<file path="src/rtl/systolic_tile_sequencer.sv">
// Output-stationary GEMM tile sequencer: operand/output SRAM strobes, skewed FIFO enables, PE compute/flush control.
// Strobes start one cycle after START; STALL freezes all state for that cycle. TILE_SEQ_PERF_CNT_EN adds perf counters.
module systolic_tile_sequencer #(
    parameter int NUM_ROWS      = 32,
    parameter int NUM_ROWS_LOG2 = 5,
    parameter int NUM_COLS      = 32,
    parameter int NUM_COLS_LOG2 = 5,
    parameter int MAX_M_LOG2    = 9,
    parameter int MAX_K_LOG2    = 9,
    parameter int MAX_N_LOG2    = 9,
    parameter int OPND1_AWIDTH  = 10,
    parameter int OPND2_AWIDTH  = 10,
    parameter int OUT_AWIDTH    = 10
) (
    input  logic                              CLK,
    input  logic                              RST,
    input  logic                              START,
    input  logic                              STALL,
    input  logic [MAX_M_LOG2-1:0]             M_SIZE_in,
    input  logic [MAX_K_LOG2-1:0]             K_SIZE_in,
    input  logic [MAX_N_LOG2-1:0]             N_SIZE_in,
    input  logic                              ORDER_in,
    output logic [OPND1_AWIDTH-1:0]           OPND1_SRAM_ADDR_out,
    output logic                              OPND1_SRAM_REN_out,
    output logic [OPND2_AWIDTH-1:0]           OPND2_SRAM_ADDR_out,
    output logic                              OPND2_SRAM_REN_out,
    output logic [OUT_AWIDTH-1:0]             OUT_SRAM_ADDR_out,
    output logic                              OUT_SRAM_WEN_out,
    output logic [NUM_ROWS-1:0]               OPND1_FIFO_PUSHEs_out,
    output logic [NUM_ROWS-1:0]               OPND1_FIFO_POPEs_out,
    output logic [NUM_COLS-1:0]               OPND2_FIFO_PUSHEs_out,
    output logic [NUM_COLS-1:0]               OPND2_FIFO_POPEs_out,
    output logic                              IS_COMPUTING_out,
    output logic                              IS_FLUSHING_out,
    output logic                              BUSY_out,
    output logic                              IS_FINISHED_out,
    output logic [MAX_M_LOG2-NUM_ROWS_LOG2:0] TILE_ROW_ID_out,
    output logic [MAX_N_LOG2-NUM_COLS_LOG2:0] TILE_COL_ID_out,
    output logic [NUM_ROWS_LOG2:0]            ACTV_ROWS_out,
    output logic [NUM_COLS_LOG2:0]            ACTV_COLS_out
`ifdef TILE_SEQ_PERF_CNT_EN
    ,
    output logic [31:0]                       PERF_CYCLES_out,
    output logic [31:0]                       PERF_STALLS_out
`endif
);
    localparam int TRW = MAX_M_LOG2 - NUM_ROWS_LOG2 + 1;
    localparam int TCW = MAX_N_LOG2 - NUM_COLS_LOG2 + 1;
    localparam int ARW = NUM_ROWS_LOG2 + 1;
    localparam int ACW = NUM_COLS_LOG2 + 1;
    localparam int CW  = MAX_K_LOG2 + 2;

    typedef enum logic [1:0] {S_IDLE, S_COMPUTE, S_FLUSH, S_DONE} state_t;

    state_t                  r_state, w_state_nxt;
    logic [MAX_M_LOG2-1:0]   r_m;
    logic [MAX_K_LOG2-1:0]   r_k;
    logic [MAX_N_LOG2-1:0]   r_n;
    logic                    r_order;
    logic [TRW-1:0]          r_tr_total, r_tile_row, w_nxt_tr;
    logic [TCW-1:0]          r_tc_total, r_tile_col, w_nxt_tc;
    logic [ARW-1:0]          r_actv_rows, w_nxt_ar, w_init_ar, r_fc;
    logic [ACW-1:0]          r_actv_cols, w_nxt_ac, w_init_ac;
    logic [CW-1:0]           r_cc, w_k_ext, w_e;
    logic [OPND1_AWIDTH-1:0] r_opnd1_addr;
    logic [OPND2_AWIDTH-1:0] r_opnd2_addr;
    logic [OUT_AWIDTH-1:0]   r_out_addr, w_out_base;
    logic                    r_ren_q, w_ren, w_wen, w_pop_en, w_busy;
    logic                    w_zero, w_cc_last, w_fc_last, w_last_tile;
    logic [31:0]             w_rem_rows, w_rem_cols;

    assign w_zero      = (M_SIZE_in == '0) || (K_SIZE_in == '0) || (N_SIZE_in == '0);
    assign w_busy      = (r_state == S_COMPUTE) || (r_state == S_FLUSH);
    assign w_k_ext     = CW'(r_k);
    assign w_e         = w_k_ext + CW'(r_actv_rows) + CW'(r_actv_cols) - CW'(1);
    assign w_cc_last   = (r_cc == w_e);
    assign w_fc_last   = (r_fc == r_actv_rows - ARW'(1));
    assign w_last_tile = (r_tile_row == r_tr_total - TRW'(1)) && (r_tile_col == r_tc_total - TCW'(1));
    assign w_pop_en    = (r_state == S_COMPUTE) && !STALL;

    assign w_init_ar  = (32'(M_SIZE_in) >= 32'(NUM_ROWS)) ? ARW'(NUM_ROWS) : ARW'(M_SIZE_in);
    assign w_init_ac  = (32'(N_SIZE_in) >= 32'(NUM_COLS)) ? ACW'(NUM_COLS) : ACW'(N_SIZE_in);
    assign w_rem_rows = 32'(r_m) - 32'(w_nxt_tr) * 32'(NUM_ROWS);
    assign w_rem_cols = 32'(r_n) - 32'(w_nxt_tc) * 32'(NUM_COLS);
    assign w_nxt_ar   = (w_rem_rows >= 32'(NUM_ROWS)) ? ARW'(NUM_ROWS) : ARW'(w_rem_rows);
    assign w_nxt_ac   = (w_rem_cols >= 32'(NUM_COLS)) ? ACW'(NUM_COLS) : ACW'(w_rem_cols);
    // First output row of the tile: (tr*NUM_ROWS)*TC + tc, wrapped to the SRAM width.
    assign w_out_base = OUT_AWIDTH'(32'(r_tile_row) * 32'(NUM_ROWS) * 32'(r_tc_total) + 32'(r_tile_col));

    always_comb begin
        w_nxt_tr = r_tile_row;
        w_nxt_tc = r_tile_col;
        if (!r_order) begin
            if (r_tile_col == r_tc_total - TCW'(1)) begin
                w_nxt_tc = '0;
                w_nxt_tr = r_tile_row + TRW'(1);
            end else begin
                w_nxt_tc = r_tile_col + TCW'(1);
            end
        end else begin
            if (r_tile_row == r_tr_total - TRW'(1)) begin
                w_nxt_tr = '0;
                w_nxt_tc = r_tile_col + TCW'(1);
            end else begin
                w_nxt_tr = r_tile_row + TRW'(1);
            end
        end
    end

    always_comb begin
        w_state_nxt = r_state;
        w_ren       = 1'b0;
        w_wen       = 1'b0;
        case (r_state)
            S_IDLE: begin
                if (START) w_state_nxt = w_zero ? S_DONE : S_COMPUTE;
            end
            S_COMPUTE: begin
                w_ren = (r_cc < w_k_ext) && !STALL;
                if (!STALL && w_cc_last) w_state_nxt = S_FLUSH;
            end
            S_FLUSH: begin
                w_wen = !STALL;
                if (!STALL && w_fc_last) w_state_nxt = w_last_tile ? S_DONE : S_COMPUTE;
            end
            S_DONE:  w_state_nxt = S_IDLE;
            default: w_state_nxt = S_IDLE;
        endcase
    end

    always_ff @(posedge CLK) begin
        if (RST) r_state <= S_IDLE;
        else     r_state <= w_state_nxt;
    end

    always_ff @(posedge CLK) begin
        if (RST) begin
            r_m <= '0; r_k <= '0; r_n <= '0; r_order <= 1'b0;
            r_tr_total <= '0; r_tc_total <= '0; r_tile_row <= '0; r_tile_col <= '0;
            r_actv_rows <= '0; r_actv_cols <= '0; r_cc <= '0; r_fc <= '0;
            r_opnd1_addr <= '0; r_opnd2_addr <= '0; r_out_addr <= '0; r_ren_q <= 1'b0;
        end else begin
            r_ren_q <= w_ren;
            case (r_state)
                S_IDLE: begin
                    if (START && !w_zero) begin
                        r_m          <= M_SIZE_in;
                        r_k          <= K_SIZE_in;
                        r_n          <= N_SIZE_in;
                        r_order      <= ORDER_in;
                        r_tr_total   <= TRW'((32'(M_SIZE_in) + 32'(NUM_ROWS - 1)) >> NUM_ROWS_LOG2);
                        r_tc_total   <= TCW'((32'(N_SIZE_in) + 32'(NUM_COLS - 1)) >> NUM_COLS_LOG2);
                        r_tile_row   <= '0;
                        r_tile_col   <= '0;
                        r_actv_rows  <= w_init_ar;
                        r_actv_cols  <= w_init_ac;
                        r_cc         <= '0;
                        r_fc         <= '0;
                        r_opnd1_addr <= '0;
                        r_opnd2_addr <= '0;
                    end
                end
                S_COMPUTE: begin
                    if (w_ren) begin
                        r_opnd1_addr <= r_opnd1_addr + OPND1_AWIDTH'(r_tr_total);
                        r_opnd2_addr <= r_opnd2_addr + OPND2_AWIDTH'(r_tc_total);
                    end
                    if (!STALL) begin
                        if (w_cc_last) begin
                            r_fc       <= '0;
                            r_out_addr <= w_out_base;
                        end else begin
                            r_cc <= r_cc + CW'(1);
                        end
                    end
                end
                S_FLUSH: begin
                    if (!STALL) begin
                        r_out_addr <= r_out_addr + OUT_AWIDTH'(r_tc_total);
                        r_fc       <= r_fc + ARW'(1);
                        if (w_fc_last && !w_last_tile) begin
                            r_tile_row   <= w_nxt_tr;
                            r_tile_col   <= w_nxt_tc;
                            r_actv_rows  <= w_nxt_ar;
                            r_actv_cols  <= w_nxt_ac;
                            r_cc         <= '0;
                            r_opnd1_addr <= OPND1_AWIDTH'(w_nxt_tr);
                            r_opnd2_addr <= OPND2_AWIDTH'(w_nxt_tc);
                        end
                    end
                end
                default: ;
            endcase
        end
    end

    // Pushes track last cycle's read (one-cycle SRAM latency) and are never stall-gated.
    always_comb begin
        OPND1_FIFO_PUSHEs_out = '0;
        OPND1_FIFO_POPEs_out  = '0;
        OPND2_FIFO_PUSHEs_out = '0;
        OPND2_FIFO_POPEs_out  = '0;
        for (int i = 0; i < NUM_ROWS; i++) begin
            OPND1_FIFO_PUSHEs_out[i] = r_ren_q && (ARW'(i) < r_actv_rows);
            OPND1_FIFO_POPEs_out[i]  = w_pop_en && (ARW'(i) < r_actv_rows) &&
                                       (r_cc >= CW'(i + 1)) && (r_cc <= w_k_ext + CW'(i));
        end
        for (int j = 0; j < NUM_COLS; j++) begin
            OPND2_FIFO_PUSHEs_out[j] = r_ren_q && (ACW'(j) < r_actv_cols);
            OPND2_FIFO_POPEs_out[j]  = w_pop_en && (ACW'(j) < r_actv_cols) &&
                                       (r_cc >= CW'(j + 1)) && (r_cc <= w_k_ext + CW'(j));
        end
    end

    assign OPND1_SRAM_ADDR_out = r_opnd1_addr;
    assign OPND1_SRAM_REN_out  = w_ren;
    assign OPND2_SRAM_ADDR_out = r_opnd2_addr;
    assign OPND2_SRAM_REN_out  = w_ren;
    assign OUT_SRAM_ADDR_out   = r_out_addr;
    assign OUT_SRAM_WEN_out    = w_wen;
    assign IS_COMPUTING_out    = (r_state == S_COMPUTE);
    assign IS_FLUSHING_out     = (r_state == S_FLUSH);
    assign BUSY_out            = w_busy;
    assign IS_FINISHED_out     = (r_state == S_DONE);
    assign TILE_ROW_ID_out     = r_tile_row;
    assign TILE_COL_ID_out     = r_tile_col;
    assign ACTV_ROWS_out       = r_actv_rows;
    assign ACTV_COLS_out       = r_actv_cols;

`ifdef TILE_SEQ_PERF_CNT_EN
    logic [31:0] r_perf_cycles, r_perf_stalls;

    always_ff @(posedge CLK) begin
        if (RST || (r_state == S_IDLE && START)) begin
            r_perf_cycles <= '0;
            r_perf_stalls <= '0;
        end else if (w_busy) begin
            if (r_perf_cycles != '1)          r_perf_cycles <= r_perf_cycles + 32'd1;
            if (STALL && r_perf_stalls != '1) r_perf_stalls <= r_perf_stalls + 32'd1;
        end
    end

    assign PERF_CYCLES_out = r_perf_cycles;
    assign PERF_STALLS_out = r_perf_stalls;
`endif
endmodule

</file>
<file path="config.mk">
export PLATFORM = sky130hd
export DESIGN_NAME = systolic_tile_sequencer
export DESIGN_NICKNAME = d
export VERILOG_FILES = /design/src/rtl/systolic_tile_sequencer.sv
export SDC_FILE = /design/constraint.sdc
export NUM_CORES = 1
export LEC_CHECK = 0
export CORE_AREA = 2 2 243 245
export CTS_CLUSTER_DIAMETER = 80
export DETAILED_ROUTE_END_ITERATION = 10
export DIE_AREA = 0 0 245 247
export SYNTH_ARGS = -nofsm -noshare
export SYNTH_HDL_FRONTEND = slang
export SYNTH_SLANG_ARGS = --single-unit
</file>
<file path="constraint.sdc">
create_clock -name CLK -period 4.7 [get_ports CLK]
set_input_delay 0.94 -clock CLK [delete_from_list [all_inputs] [get_ports CLK]]
set_output_delay 0.94 -clock CLK [all_outputs]
set_load 0.05 [all_outputs]
</file>
==> results.tsv, run 1 <==
stage	metric	value	unit
global_route	overflow	0	
worst_setup_path	worstPathRequired	3760	ps
finish	final_common_cell	ha_1	
floorplan	core	58200	µm²
clock_tree	clk_path_buf_depth	2	
finish	mostFrequentLayoutCells	303 x ha_1, 259 x nand2_1, 204 x a21oi_1	
routing	first_iter_violations	1725	
finish	fin_cells	3403	
clock_tree	cts_buffers	9	
sta	min_period	4670	ps
sta	finalSetupViolations	0	
clock_tree	clock_latency	380	ps
power_and_ir_drop	power	8520	µW
clock_tree	htree_levels	3	
synthesis	yosysWarnings	0	
power_and_ir_drop	peakVddDrop	323	µV
routing	drt_first_pass_iters	6	
sta	finClkSkew	16.0	ps
clock_tree	cts_root_buffer	clkbuf_16	
routing	wl_met2	33.8	mm
power_and_ir_drop	power_density	381	nW/µm²
clock_tree	cts_sinks	110	
synthesis	ys_types	81	
sta	period_share	0.993	
run	maxCapViolCount	0	
synthesis	synth_seq_cells	110	
global_route	grt_pass1_wl	114	mm
floorplan	rows	89	
routing	wirelength	76.9	mm
worst_setup_path	start_kind	flip-flop	
sta	clock.fmax	214	MHz
worst_setup_path	worst-r2r-cell-count	18	
hold_path	hp-start	r_m[4]$_SDFFE_PP0P_	
sta	hold_viol_final	0	
routing	routed.top_layer	met5	
global_route	antenna_found_initial	4	
worst_setup_path	cp.arrival	3730	ps
floorplan	die_h	247	µm
routing	routedWlPerCell	22.6	µm
global_route	grt_max_degree	40	
placement	routabilityCongestion	1.02	
placement	port_buffers	218	
clock_tree	cts_hold_buf	0	
synthesis	netlist_instances	2369	
routing	viasPerCell	5.54	
run_status	outcome	complete, no violations	
worst_setup_path	critPathMaxFanout	7	
routing	wirelength_met1	32.9	mm
worst_setup_path	r2r_start	r_tc_total[1]$_SDFFE_PP0P_	
synthesis	postSynthAreaPerCell	7.28	µm²
routing	met3_length	6.41	mm
global_route	grt_pass1_vias	18000	
global_route	grt_use_total	0.248	
routing	num_vias	18900	
hold_path	min_to	r_m[4]$_SDFFE_PP0P_	
hold_path	holdPathStages	2	
worst_setup_path	r2r-end	ACTV_ROWS_out[4]$_SDFFE_PP0P_	
floorplan	io_pins	219	
synthesis	synth_area	17300	µm²
synthesis	seq_area_frac_synth	0.128	
placement	place_inst	3376	
hold_path	hp-class	reg2reg	
power_and_ir_drop	p_leak	0.00925	µW
sta	slew_viol_final	0	
finish	area_growth	29.6	%
routing	ant_nets	0	
sta	slew_headroom	0.253	
clock_tree	cts.clk_slew.worst_paths	90	ps
synthesis	synth_edf_count	0	
worst_setup_path	crit_type	reg2out	
sta	tightest_slew	1120	ps
synthesis	synthFlopType	dfxtp_1	
clock_tree	cts_tree	done	
sta	fin_ws	34.3	ps
synthesis	synth_nets	2720	
finish	utilization	0.384	
floorplan	die_w	245	µm
finish	design_area	22400	µm²
worst_setup_path	endpoint_kind	output port	
routing	drc_errors	0	
sta	rsz0062_at_grt	yes	
finish	drive_above_1_share	0.127	
floorplan	initial_core_util	0.296	
placement	hpwl	60.6	mm
worst_setup_path	rrSetupSlack	400	ps
finish	final_nets	2972	
synthesis	async_flop_share	0	
placement	dp_slack	298	ps
floorplan	fp.dieArea	60500	µm²
placement	placed_area	21800	µm²
==> cells in the mapped netlist, types with 13 or more instances <==
| master | count | share of area |
|---|---|---|
| buf_1 | 13 | 0.0028 |
| a211oi_1 | 41 | 0.018 |
| a221oi_1 | 13 | 0.0066 |
| and3_1 | 27 | 0.0098 |
| fa_1 | 13 | 0.015 |
| nor2_1 | 189 | 0.041 |
| o21ai_0 | 132 | 0.038 |
| a21boi_0 | 17 | 0.0074 |
| a21oi_1 | 215 | 0.062 |
| xor2_1 | 28 | 0.014 |
| o21a_1 | 31 | 0.013 |
| nor4_1 | 24 | 0.0087 |
| nor3_1 | 91 | 0.026 |
| dfxtp_1 | 110 | 0.13 |
| nand2_1 | 262 | 0.057 |
| nand2b_1 | 38 | 0.014 |
| mux2i_1 | 20 | 0.012 |
| a21o_1 | 48 | 0.021 |
| clkbuf_1 | 88 | 0.019 |
| ha_1 | 306 | 0.22 |
| nand4_1 | 24 | 0.0087 |
| xnor2_1 | 187 | 0.095 |
| and2_1 | 36 | 0.013 |
| inv_1 | 106 | 0.023 |
| nor2b_1 | 50 | 0.018 |
| nand3_1 | 83 | 0.024 |
==> critical path, cell delays in order (launching register included) <==
cell and delay [ps]:
dfxtp_1 380, clkinvlp_4 180, buf_4 200, ha_1 290, a21oi_2 240, o21ai_0 150
xnor2_1 160, ha_1 300, a2111o_1 390, a2111oi_1 310, nor2_1 190, nor3_4 360
buf_12 180
==> per-layer routing <==
layer,global-route usage,vias to the layer above
li1,-,8905
met1,0.326,8920
met2,0.393,838
met5,0,-
met3,0.0445,190
met4,0.112,2
==> stage by stage <==
stage,hold WS (ps),setup TNS (ps)
6_report,461,0
5_1_grt,484,-345
4_1_cts,460,0
3_5_place_dp,449,0
3_3_place_gp,443,0
2_1_floorplan,436,-400
==> timing repair <==
| action | in CTS | in global routing |
|---|---|---|
| endpoints found under the hold margin | 0 | 0 |
| endpoints found under the setup margin | 5 | 52 |
| resized for setup | 4 | 52 |
| pin swaps | 0 | 5 |
| setup buffers | 0 | 7 |
==> where the power goes <==
part	leakage [µW]	internal, µW	total [µW]	switching, µW
Clock	0.000130	365	770	405
Combinational	0.00822	2280	6560	4280
Sequential	0.000901	1060	1190	129
==> flip-flops by register name, summed over array words and instances (netlist names), 5 cells and up <==
register             count
ACTV_COLS_out            6
ACTV_ROWS_out            6
OPND1_SRAM_ADDR_out     10
OPND2_SRAM_ADDR_out     10
OUT_SRAM_ADDR_out       10
TILE_COL_ID_out          5
TILE_ROW_ID_out          5
r_cc                    11
r_fc                     6
r_k                      9
r_m                      9
r_n                      9
r_tc_total               5
r_tr_total               5
==> cell type report <==
type / count / area (µm²)
Inverter: 113 / 432
Fill cell: 6061 / 35900
Antenna cell: 4 / 10.0
Clock inverter: 6 / 46.3
Sequential cell: 110 / 2220
Multi-Input combinational cell: 2024 / 14500
Tap cell: 773 / 967
Timing Repair Buffer: 363 / 3990
Clock buffer: 10 / 229
==> how the worst max path moves through the flow <==
stage,from,endpoint,slack [ps],cells after the start
floorplan,r_k[4]$_SDFFE_PP0P_,OPND1_FIFO_POPEs_out[25],-270,14
global placement,r_k[0]$_SDFFE_PP0P_,OPND1_FIFO_POPEs_out[21],390,14
detailed placement,r_k[4]$_SDFFE_PP0P_,OPND2_FIFO_POPEs_out[28],300,14
CTS,r_k[1]$_SDFFE_PP0P_,OPND2_FIFO_POPEs_out[7],4,15
global route,r_k[2]$_SDFFE_PP0P_,OPND1_FIFO_POPEs_out[21],-160,12
finish,r_k[2]$_SDFFE_PP0P_,OPND1_FIFO_POPEs_out[21],30,12
==> cells by family after synthesis <==
group,synth area share
multiplexers,0.0129
AND/OR/NAND/NOR,0.244
flip-flops,0.128
AO/OA/AOI/OAI,0.214
buffers and inverters,0.0541
adder cells (fa/ha/maj),0.237
XOR/XNOR,0.110
(Power assumes the default switching activity.)
==> run 2, diff against run 1 <==
Settings changed: PLACE_DENSITY set to 0.59.
==> run 2 against run 1 <==
  * Clock power increased by 15%
  * Die area unchanged
  * Via count increased by 3.7%
  * Worst setup slack got worse by 1.0 ps
  * Sequential cell count unchanged
  * Cell count increased by 0.56%
  * Combinational power increased by 3.2%
  * Clock skew decreased by 4.2 ps
  * Sequential share of layout area decreased by 0.16 points
  * Cell area increased by 1.6%
==> results.tsv, run 2 (same netlist as run 1, synthesis figures left out) <==
stage	metric	value	unit
run	maxCapViolCount	0	
finish	fin_cells	3422	
power_and_ir_drop	power	8860	µW
routing	viasPerCell	5.72	
worst_setup_path	crit_type	reg2out	
finish	ff_latch_area	2220	µm²
finish	fillCellCount	5971	
power_and_ir_drop	power_frac_seq	0.136	
power_and_ir_drop	sw_frac_of_total	0.562	
sta	hold_viol_final	0	
worst_setup_path	crit_start	r_k[1]$_SDFFE_PP0P_	
finish	final_common_cell	ha_1	
placement	hpwl	65.8	mm
power_and_ir_drop	p_leak	0.00939	µW
routing	first_iter_violations	1680	
placement	placed_area	22000	µm²
routing	ant_nets	0	
clock_tree	cts_tree	done	
routing	routed.top_layer	met4	
routing	drc_errors	0	
sta	min_period	4670	ps
hold_path	holdPathStages	2	
hold_path	hp-start	r_m[0]$_SDFFE_PP0P_	
clock_tree	clk_path_buf_depth	2	
worst_setup_path	worst-r2r-cell-count	16	
sta	setup_tns	0	ps
power_and_ir_drop	power_density	390	nW/µm²
worst_setup_path	r2r-end	r_cc[3]$_SDFFE_PP0P_	
worst_setup_path	start_kind	flip-flop	
power_and_ir_drop	clkPwrFrac	0.100	
hold_path	min_to	r_m[0]$_SDFFE_PP0P_	
worst_setup_path	cp.arrival	3730	ps
global_route	grt_max_degree	51	
sta	finalSetupViolations	0	
placement	port_buffers	218	
floorplan	rows	89	
power_and_ir_drop	internal_power	3880	µW
finish	final_nets	2994	
sta	slew_headroom	0.231	
floorplan	die_h	247	µm
global_route	grt_pass1_vias	19100	
clock_tree	cts.clk_slew.worst_paths	80	ps
routing	drt_first_pass_iters	6	
finish	multi_input_area	14600	µm²
finish	design_area	22700	µm²
clock_tree	clock_latency	380	ps
floorplan	fp.dieArea	60500	µm²
clock_tree	htree_levels	3	
sta	period_share	0.993	
clock_tree	cts_buffers	9	
routing	routedWlPerCell	24.7	µm
finish	largest_reg_flops	11	
finish	mostFrequentLayoutCells	296 x ha_1, 259 x nand2_1, 198 x a21oi_1	
placement	routabilityCongestion	1.04	
power_and_ir_drop	peakVddDrop	316	µV
finish	top_register	r_cc	
floorplan	initial_core_util	0.296	
worst_setup_path	rrSetupSlack	220	ps
routing	num_vias	19600	
worst_setup_path	endpoint_kind	output port	
finish	drive_above_1_share	0.139	
worst_setup_path	critPathMaxFanout	6	
clock_tree	cts_sinks	110	
global_route	grt_pass1_wl	123	mm
floorplan	io_pins	219	
routing	wl_met2	38.4	mm
placement	place_inst	3393	
finish	area_growth	31.7	%
global_route	antenna_found_initial	1	
power_and_ir_drop	p_switching	4980	µW
floorplan	core	58200	µm²
floorplan	die_w	245	µm
global_route	overflow	0	
worst_setup_path	worstPathRequired	3760	ps
hold_path	hp-class	reg2reg	
sta	finClkSkew	11.8	ps
sta	clock.fmax	214	MHz
routing	wirelength	84.5	mm
sta	tightest_slew	1150	ps
clock_tree	cts_hold_buf	0	
sta	slew_viol_final	0	
routing	wirelength_met1	35.7	mm
routing	met3_length	6.83	mm
clock_tree	cts_root_buffer	clkbuf_16	
run_status	outcome	complete, no violations	
worst_setup_path	r2r_start	r_k[1]$_SDFFE_PP0P_	
power_and_ir_drop	combPwrFrac	0.764	
global_route	grt_use_total	0.271	
==> run 2: repair_timing <==
item,in CTS,in global routing
setup buffers,2,10
setup endpoints to repair,31,47
gates resized for setup,23,68
gates cloned,0,0
pin swaps,1,13
==> run 2: stage by stage <==
| step | util | hold WS, ps | setup slack [ps] |
|---|---|---|---|
| finish | 0.390 | 460 | 33.3 |
| global route | 0.390 | 485 | -64.3 |
| CTS | 0.384 | 458 | -12.9 |
| detailed placement | 0.377 | 446 | 63.8 |
| global placement | 0.377 | 442 | 144 |
| floorplan | - | 436 | -270 |
==> run 2: power groups by stage <==
stage	clock network (µW)	registers, µW	logic (µW)
5_1_grt	936	1220	7250
3_5_place_dp	0	1220	6530
2_1_floorplan	0	1390	4080
3_3_place_gp	0	1210	6470
6_report	883	1210	6770
4_1_cts	894	1200	6580
==> run 2: per-layer routing <==
layer / vias up / global-route usage
met5: - / 0
met4: 0 / 0.110
met1: 9422 / 0.354
li1: 8942 / -
met3: 208 / 0.0409
met2: 988 / 0.445
==> run 2: final cells by class <==
type                       instances  share of cell area
multi-input combinational       2024               0.643
tap                              773              0.0426
clock buffer                      10              0.0101
timing repair buffer             385               0.184
sequential                       110              0.0977
inverter                         113              0.0194
antenna                            1            0.000110
clock inverter                     6             0.00407
==> run 2: worst max path at each step <==
stage | to | slack, ps | depth (start not counted)
after floorplan | OPND1_FIFO_POPEs_out[25] | -270 | 14
after global placement | OPND2_FIFO_POPEs_out[6] | 140 | 15
after detailed placement | OPND1_FIFO_POPEs_out[26] | 60 | 15
after CTS | OPND1_FIFO_POPEs_out[26] | -10 | 15
after global routing | OPND2_FIFO_POPEs_out[20] | -60 | 13
final | OPND1_FIFO_POPEs_out[10] | 30 | 14
==> run 2: worst max-delay path: stages (launching register included) <==
cell        delay, ps
dfxtp_2           370
clkinvlp_4        230
buf_4             220
ha_1              290
buf_4             150
o21bai_2          140
a21o_1            240
a21o_1            210
a21o_1            180
a21o_1            170
a21oi_1           150
o21ai_0           100
a21o_1            300
a21oi_1           400
buf_12            200
==> edit 1: new RTL, flow settings as in run 2 <==
Re-encode `state_t` (4 states) as one-hot, 4 bits wide.
--- a/src/rtl/systolic_tile_sequencer.sv
+++ b/src/rtl/systolic_tile_sequencer.sv
@@ -51,5 +51,5 @@
     localparam int CW  = MAX_K_LOG2 + 2;
 
-    typedef enum logic [1:0] {S_IDLE, S_COMPUTE, S_FLUSH, S_DONE} state_t;
+    typedef enum logic [3:0] {S_IDLE = 4'b0001, S_COMPUTE = 4'b0010, S_FLUSH = 4'b0100, S_DONE = 4'b1000} state_t;
 
     state_t                  r_state, w_state_nxt;
Check against the original RTL: no difference found for any inputs over 4 cycles, from zero or initial values and one cycle with RST high; so few cycles prove little.
==> edit 1 against run 2 <==
Die area stayed put; wire length is 5.7% lower; sequential cell count is 2 higher; design area is 1.5% lower; core utilization is 0.60 points lower; synthesized area is 2.1% lower; setup slack better by 0.046 ns; via count is 4.6% lower; highest routed layer is now met5.
Power is not compared: it rests on default switching activity, and its combinational part moved more than twofold at a synthesized area within 25%.
==> edit 1: results (changes against run 2) <==
INFO  metric critical_path_arrival = 3.68 ns (-0.05 ns)
INFO  metric postPlaceCellArea = 21,640 um^2 (-1.5%)
INFO  metric largest_register_ffs = 11 (unchanged)
INFO  metric dr_vias = 18,660 (-4.6%)
INFO  metric clock-skew-final = 0.01549 ns (+0.003660 ns)
INFO  metric regToRegSetupSlack = 0.36 ns (+0.14 ns)
INFO  metric grt_max_degree = 82 (+61%)
INFO  metric path_buf_inv = 3 (-1)
INFO  metric cp_slowest_stage_delay = 0.50 ns (+0.10 ns)
INFO  metric placement.io_buffers = 218 (unchanged)
INFO  metric clock_latency = 0.37 ns
INFO  metric hold_end = OPND2_SRAM_ADDR_out[9]$_SDFFE_PP0P_
INFO  metric async_reset_ff_frac = 0 (unchanged)
INFO  metric synthTopCellsByCount = ha_1, nor2_1, a21oi_1
INFO  metric wire_length_of_the_first_global_routing_pass = 117,300 um (-4.7%)
INFO  metric avgSynthCellArea = 7.356 um^2 (+0.99%)
INFO  metric grt_use_total = 0.2552 (-0.01566)
INFO  metric route.detailed.wl_per_inst = 23.75 um (-3.8%)
INFO  metric worst_setup_path_endpoint = OPND1_FIFO_POPEs_out[8]
INFO  metric gpl.final_weighted_congestion = 1.011 (-2.5%)
INFO  metric ys_warn_count = 0 (unchanged)
INFO  metric cp_slowest_cell = a211oi_2
INFO  metric holdCritStartpoint = OPND2_SRAM_ADDR_out[9]$_SDFFE_PP0P_
INFO  metric status = finished, final reports clean
INFO  metric r2r_end = OUT_SRAM_ADDR_out[1]$_SDFFE_PP0P_
INFO  metric timing.critical_path.from = r_k[4]$_SDFFE_PP0P_
INFO  metric cts-htree-levels = 3 (unchanged)
INFO  metric power.ir.vdd_worst = about 0.19 mV
INFO  metric detail_route.iter0.violations = 1,564 (-6.9%)
INFO  metric r2r_start = r_k[2]$_SDFFE_PP0P_
INFO  metric syn_nets = 2,643 (-2.8%)
INFO  metric worstPathMaxFanout = 13 (+7)
INFO  metric nets = 2,919 (-2.5%)
INFO  metric timing.critical_path.max_delay_family = compound AO/OA/AOI/OAI gates
INFO  metric r2r.worst_path.cells = 17 (+1)
INFO  metric placement.setup.worst_slack = 0.2531 ns (+0.1893 ns)
INFO  metric dp_hpwl = 63,100 um (-4.2%)
INFO  metric post_synth_main_area_contributors = ha_1, dfxtp_1, xnor2_1
INFO  metric post-route-period-util = 0.9831 (-0.009780)
INFO  metric dpl.cell_count = 3,326 (-2.0%)
INFO  metric ys_types = 79 (-2.5%)
INFO  metric share_of_layout_cells_above_drive_strength_1 = 0.1420 (+0.002620)
INFO  metric fin_worst_hold_slack = 0.4884 ns (+0.02850 ns)
INFO  metric number_of_antenna_violations_at_the_first_check_in_global_routing = 2 (+1)
INFO  metric finish.cell_count_without_fillers = 3,352 (-2.0%)
INFO  metric cts-buffers-inserted = 9 (unchanged)
INFO  metric actual_slew_at_the_worst_max_slew_pin = 1.090 ns (-0.06267 ns)
INFO  metric ys_seq_area_frac = 0.1327 (+0.005081)
-- edit 1: what timing repair did --
action	in CTS	in global routing
resized for setup	5	74
hold buffers	0	0
hold endpoints to repair	0	0
buffers inserted	0	8
gates cloned	0	1
setup endpoints to repair	13	62
pin swaps	0	6
-- edit 1: where the power goes --
part / switching [mW] / internal (mW)
Sequential: 0.0516 / 0.995
Combinational: 1.12 / 0.675
Clock: 0.411 / 0.427
Total: 1.59 / 2.10
-- edit 1: worst reg2reg max path, cell delays in order, from the launching register on --
cell and delay [ns]:
dfxtp_1 0.40, clkinvlp_4 0.23, buf_4 0.20, buf_4 0.15, fa_1 0.59, inv_1 0.06, ha_1 0.29, a21oi_1 0.21
o211ai_1 0.18, o2111ai_1 0.25, mux2i_1 0.11, or4_4 0.58, or2_4 0.29, a21boi_4 0.16, buf_12 0.15, buf_4 0.14
mux2i_1 0.18, nor2_1 0.05
-- edit 1: logic make-up after synthesis --
group / Yosys count / share of synthesized area
buffers and inverters: 246 / 0.05627
xor gates and xnor gates: 226 / 0.1180
adders and majority gates: 314 / 0.2383
muxes: 25 / 0.01503
DFF: 112 / 0.1327
AOI/OAI and AO/OA: 563 / 0.2098
and+or+nand+nor: 811 / 0.2299
-- edit 1: layer usage --
metal | routed length [um] | vias to the layer above | part of all wire | global-route usage
met1 | 33000 | 8960 | 0.41 | 0.3163
met5 | 12 | - | 0.00015 | 0
met3 | 5221 | 218 | 0.066 | 0.03462
met4 | 4534 | 2 | 0.057 | 0.1291
met2 | 36850 | 793 | 0.46 | 0.4318
li1 | - | 8682 | - | -
-- edit 1: layout make-up --
type                       count  area (um^2)
clock buffer                   9        225.2
tap                          773        967.2
antenna                        1        2.502
fill                        5956        35870
inverter                     126        486.7
timing repair buffer         385         4167
multi-input combinational   1939        14190
clock inverter                 7        86.33
sequential                   112         2250
==> edit 2: new RTL, config.mk and constraints of run 2 <==
Made on the original files. Build with the macro `TILE_SEQ_PERF_CNT_EN` defined.
--- a/src/rtl/systolic_tile_sequencer.sv
+++ b/src/rtl/systolic_tile_sequencer.sv
@@ -1,4 +1,6 @@
 // Output-stationary GEMM tile sequencer: operand/output SRAM strobes, skewed FIFO enables, PE compute/flush control.
 // Strobes start one cycle after START; STALL freezes all state for that cycle. TILE_SEQ_PERF_CNT_EN adds perf counters.
+`define TILE_SEQ_PERF_CNT_EN
+
 module systolic_tile_sequencer #(
     parameter int NUM_ROWS      = 32,
Check against the original RTL (old outputs only; new: PERF_CYCLES_out and PERF_STALLS_out): equivalent (Yosys induction, for registers that start in step).
==> edit 2 against run 2 <==
Design area is 16% higher; combinational power is 7.5% lower; power is 9.3% higher; setup slack worse by 0.0041 ns; count of clock-buffer cells in the layout is 8 higher; sequential cell count is 64 higher; wire length is 11% higher; synthesized area is 18% higher; critical path type unchanged; largest cell class unchanged; highest routed layer unchanged.
==> edit 2: results (changes against run 2) <==
INFO  metric gpl.final_weighted_congestion = 1.018 (-1.9%)
INFO  metric async_reset_ff_frac = 0 (unchanged)
INFO  metric status = finished, final reports clean
INFO  metric clock-skew-final = 0.01185 ns (+0.00002050 ns)
INFO  metric placement.io_buffers = 282 (+29%)
INFO  metric critical_path_arrival = 3.73 ns (about the same)
INFO  metric nets = 3,345 (+12%)
INFO  metric syn_nets = 3,029 (+11%)
INFO  metric timing.critical_path.max_delay_family = compound AO/OA/AOI/OAI gates
INFO  metric dp_hpwl = 72,140 um (+9.6%)
INFO  metric post_synth_main_area_contributors = ha_1, dfxtp_1, xnor2_1
INFO  metric worstPathMaxFanout = 6 (unchanged)
INFO  metric route.detailed.wl_per_inst = 24.79 um (+0.45%)
INFO  metric ys_types = 85 (+4.9%)
INFO  metric ys_warn_count = 0 (unchanged)
INFO  metric cts-root-to-sink-buffers = 2 (unchanged)
INFO  metric detail_route.iter0.violations = 1,750 (+4.2%)
INFO  metric wire_length_of_the_first_global_routing_pass = 138,400 um (+12%)
INFO  metric number_of_antenna_violations_at_the_first_check_in_global_routing = 4 (+3)
INFO  metric cts-htree-levels = 4 (+1)
INFO  metric clock_latency = 0.46 ns (+0.08 ns)
INFO  metric power.ir.vdd_worst = 0.3172 mV (+0.24%)
INFO  metric cp_slowest_stage_delay = 0.44 ns (+0.04 ns)
INFO  metric synthTopCellsByCount = ha_1, nor2_1, nand2_1
INFO  metric intPower = 4.747 mW (+22%)
INFO  metric share_of_layout_cells_above_drive_strength_1 = 0.1295 (-0.009900)
INFO  metric dr_vias = 22,130 (+13%)
INFO  metric ys_seq_area_frac = 0.1716 (+0.04395)
INFO  metric cp_slowest_cell = dfxtp_2
INFO  metric postPlaceCellArea = 25,520 um^2 (+16%)
INFO  metric actual_slew_at_the_worst_max_slew_pin = 1.299 ns (+0.1457 ns)
INFO  metric cts-buffers-inserted = 17 (+8)
INFO  metric power.static_leakage = 10.63 nW (+13%)
INFO  metric post_cts_buffers = 0 (-2)
INFO  metric hp-class = reg -> reg
INFO  metric grt_use_total = 0.3030 (+0.03216)
INFO  metric grt_max_degree = 85 (+67%)
[edit 2: per-stage QoR]
step                cells  worst slack [ns]
finish               3780           0.02923
global route         3778          -0.07944
CTS                  3778           0.01026
detailed placement   3746            0.1326
global placement     3746            0.1726
floorplan            2676           -0.4571
[edit 2: path summary, 6_finish.rpt]
path	depth (start not counted)	startpoint	slack [ns]	to
worst max-delay path	14	r_k[0]$_SDFFE_PP0P_	0.03	OPND2_FIFO_POPEs_out[17]
worst min-delay path	2	r_n[2]$_SDFFE_PP0P_	0.50	r_n[2]$_SDFFE_PP0P_
worst max register to register	16	ACTV_COLS_out[1]$_SDFFE_PP0P_	0.27	OUT_SRAM_ADDR_out[5]$_SDFFE_PP0P_
worst min register to register	2	r_n[2]$_SDFFE_PP0P_	0.50	r_n[2]$_SDFFE_PP0P_
[edit 2: worst register-to-register path, stage by stage, from the launching register on]
cell	delay [ns]
dfxtp_1	0.31
inv_1	0.20
ha_1	0.33
fa_1	0.48
inv_1	0.08
ha_1	0.21
inv_1	0.07
fa_1	0.39
nand2b_1	0.18
a21oi_1	0.26
o21ai_0	0.16
xnor2_1	0.19
or4_4	0.64
o31ai_4	0.19
buf_4	0.28
nand2_1	0.09
a32o_1	0.27
[edit 2: cell type report]
cell class / instances / area [um^2]
tap: 773 / 967.2
sequential: 174 / 3493
inverter: 127 / 476.7
antenna: 2 / 5.005
fill: 5783 / 31780
timing repair buffer: 425 / 4624
clock buffer: 18 / 439.2
multi-input combinational: 2247 / 16230
clock inverter: 14 / 227.7
[edit 2: kinds of logic (layout without fill, tap and decap cells)]
group | Yosys count | count (layout) | share of synthesized area
other | 0 | 2 | 0
and+or+nand+nor | 1013 | 1013 | 0.2455
xor gates and xnor gates | 273 | 273 | 0.1181
adders and majority gates | 321 | 321 | 0.2026
AOI/OAI and AO/OA | 596 | 596 | 0.1895
DFF | 174 | 174 | 0.1716
muxes | 44 | 44 | 0.02224
buffers and inverters | 255 | 584 | 0.05041
[edit 2: repair_timing]
item                       4_1_cts  5_1_grt
hold buffers                     0        0
gates resized for setup         20       58
setup endpoints to repair       27       53
pin swaps                        1        5
[edit 2: power by group through the flow]
stage	clock, mW	sequential, mW	combinational [mW]
global route	1.73	1.78	6.72
detailed placement	0	1.79	6.04
global placement	0	1.78	5.95
floorplan	0	1.97	3.84
CTS	1.69	1.76	6.08
finish	1.66	1.76	6.26
[edit 2: layer usage]
layer / GRT usage / part of all wire / vias up
li1: - / - / 10190
met3: 0.07608 / 0.093 / 215
met2: 0.4858 / 0.44 / 1035
met4: 0.1255 / 0.045 / 0
met1: 0.3862 / 0.42 / 10690
met5: 0 / 0 / -
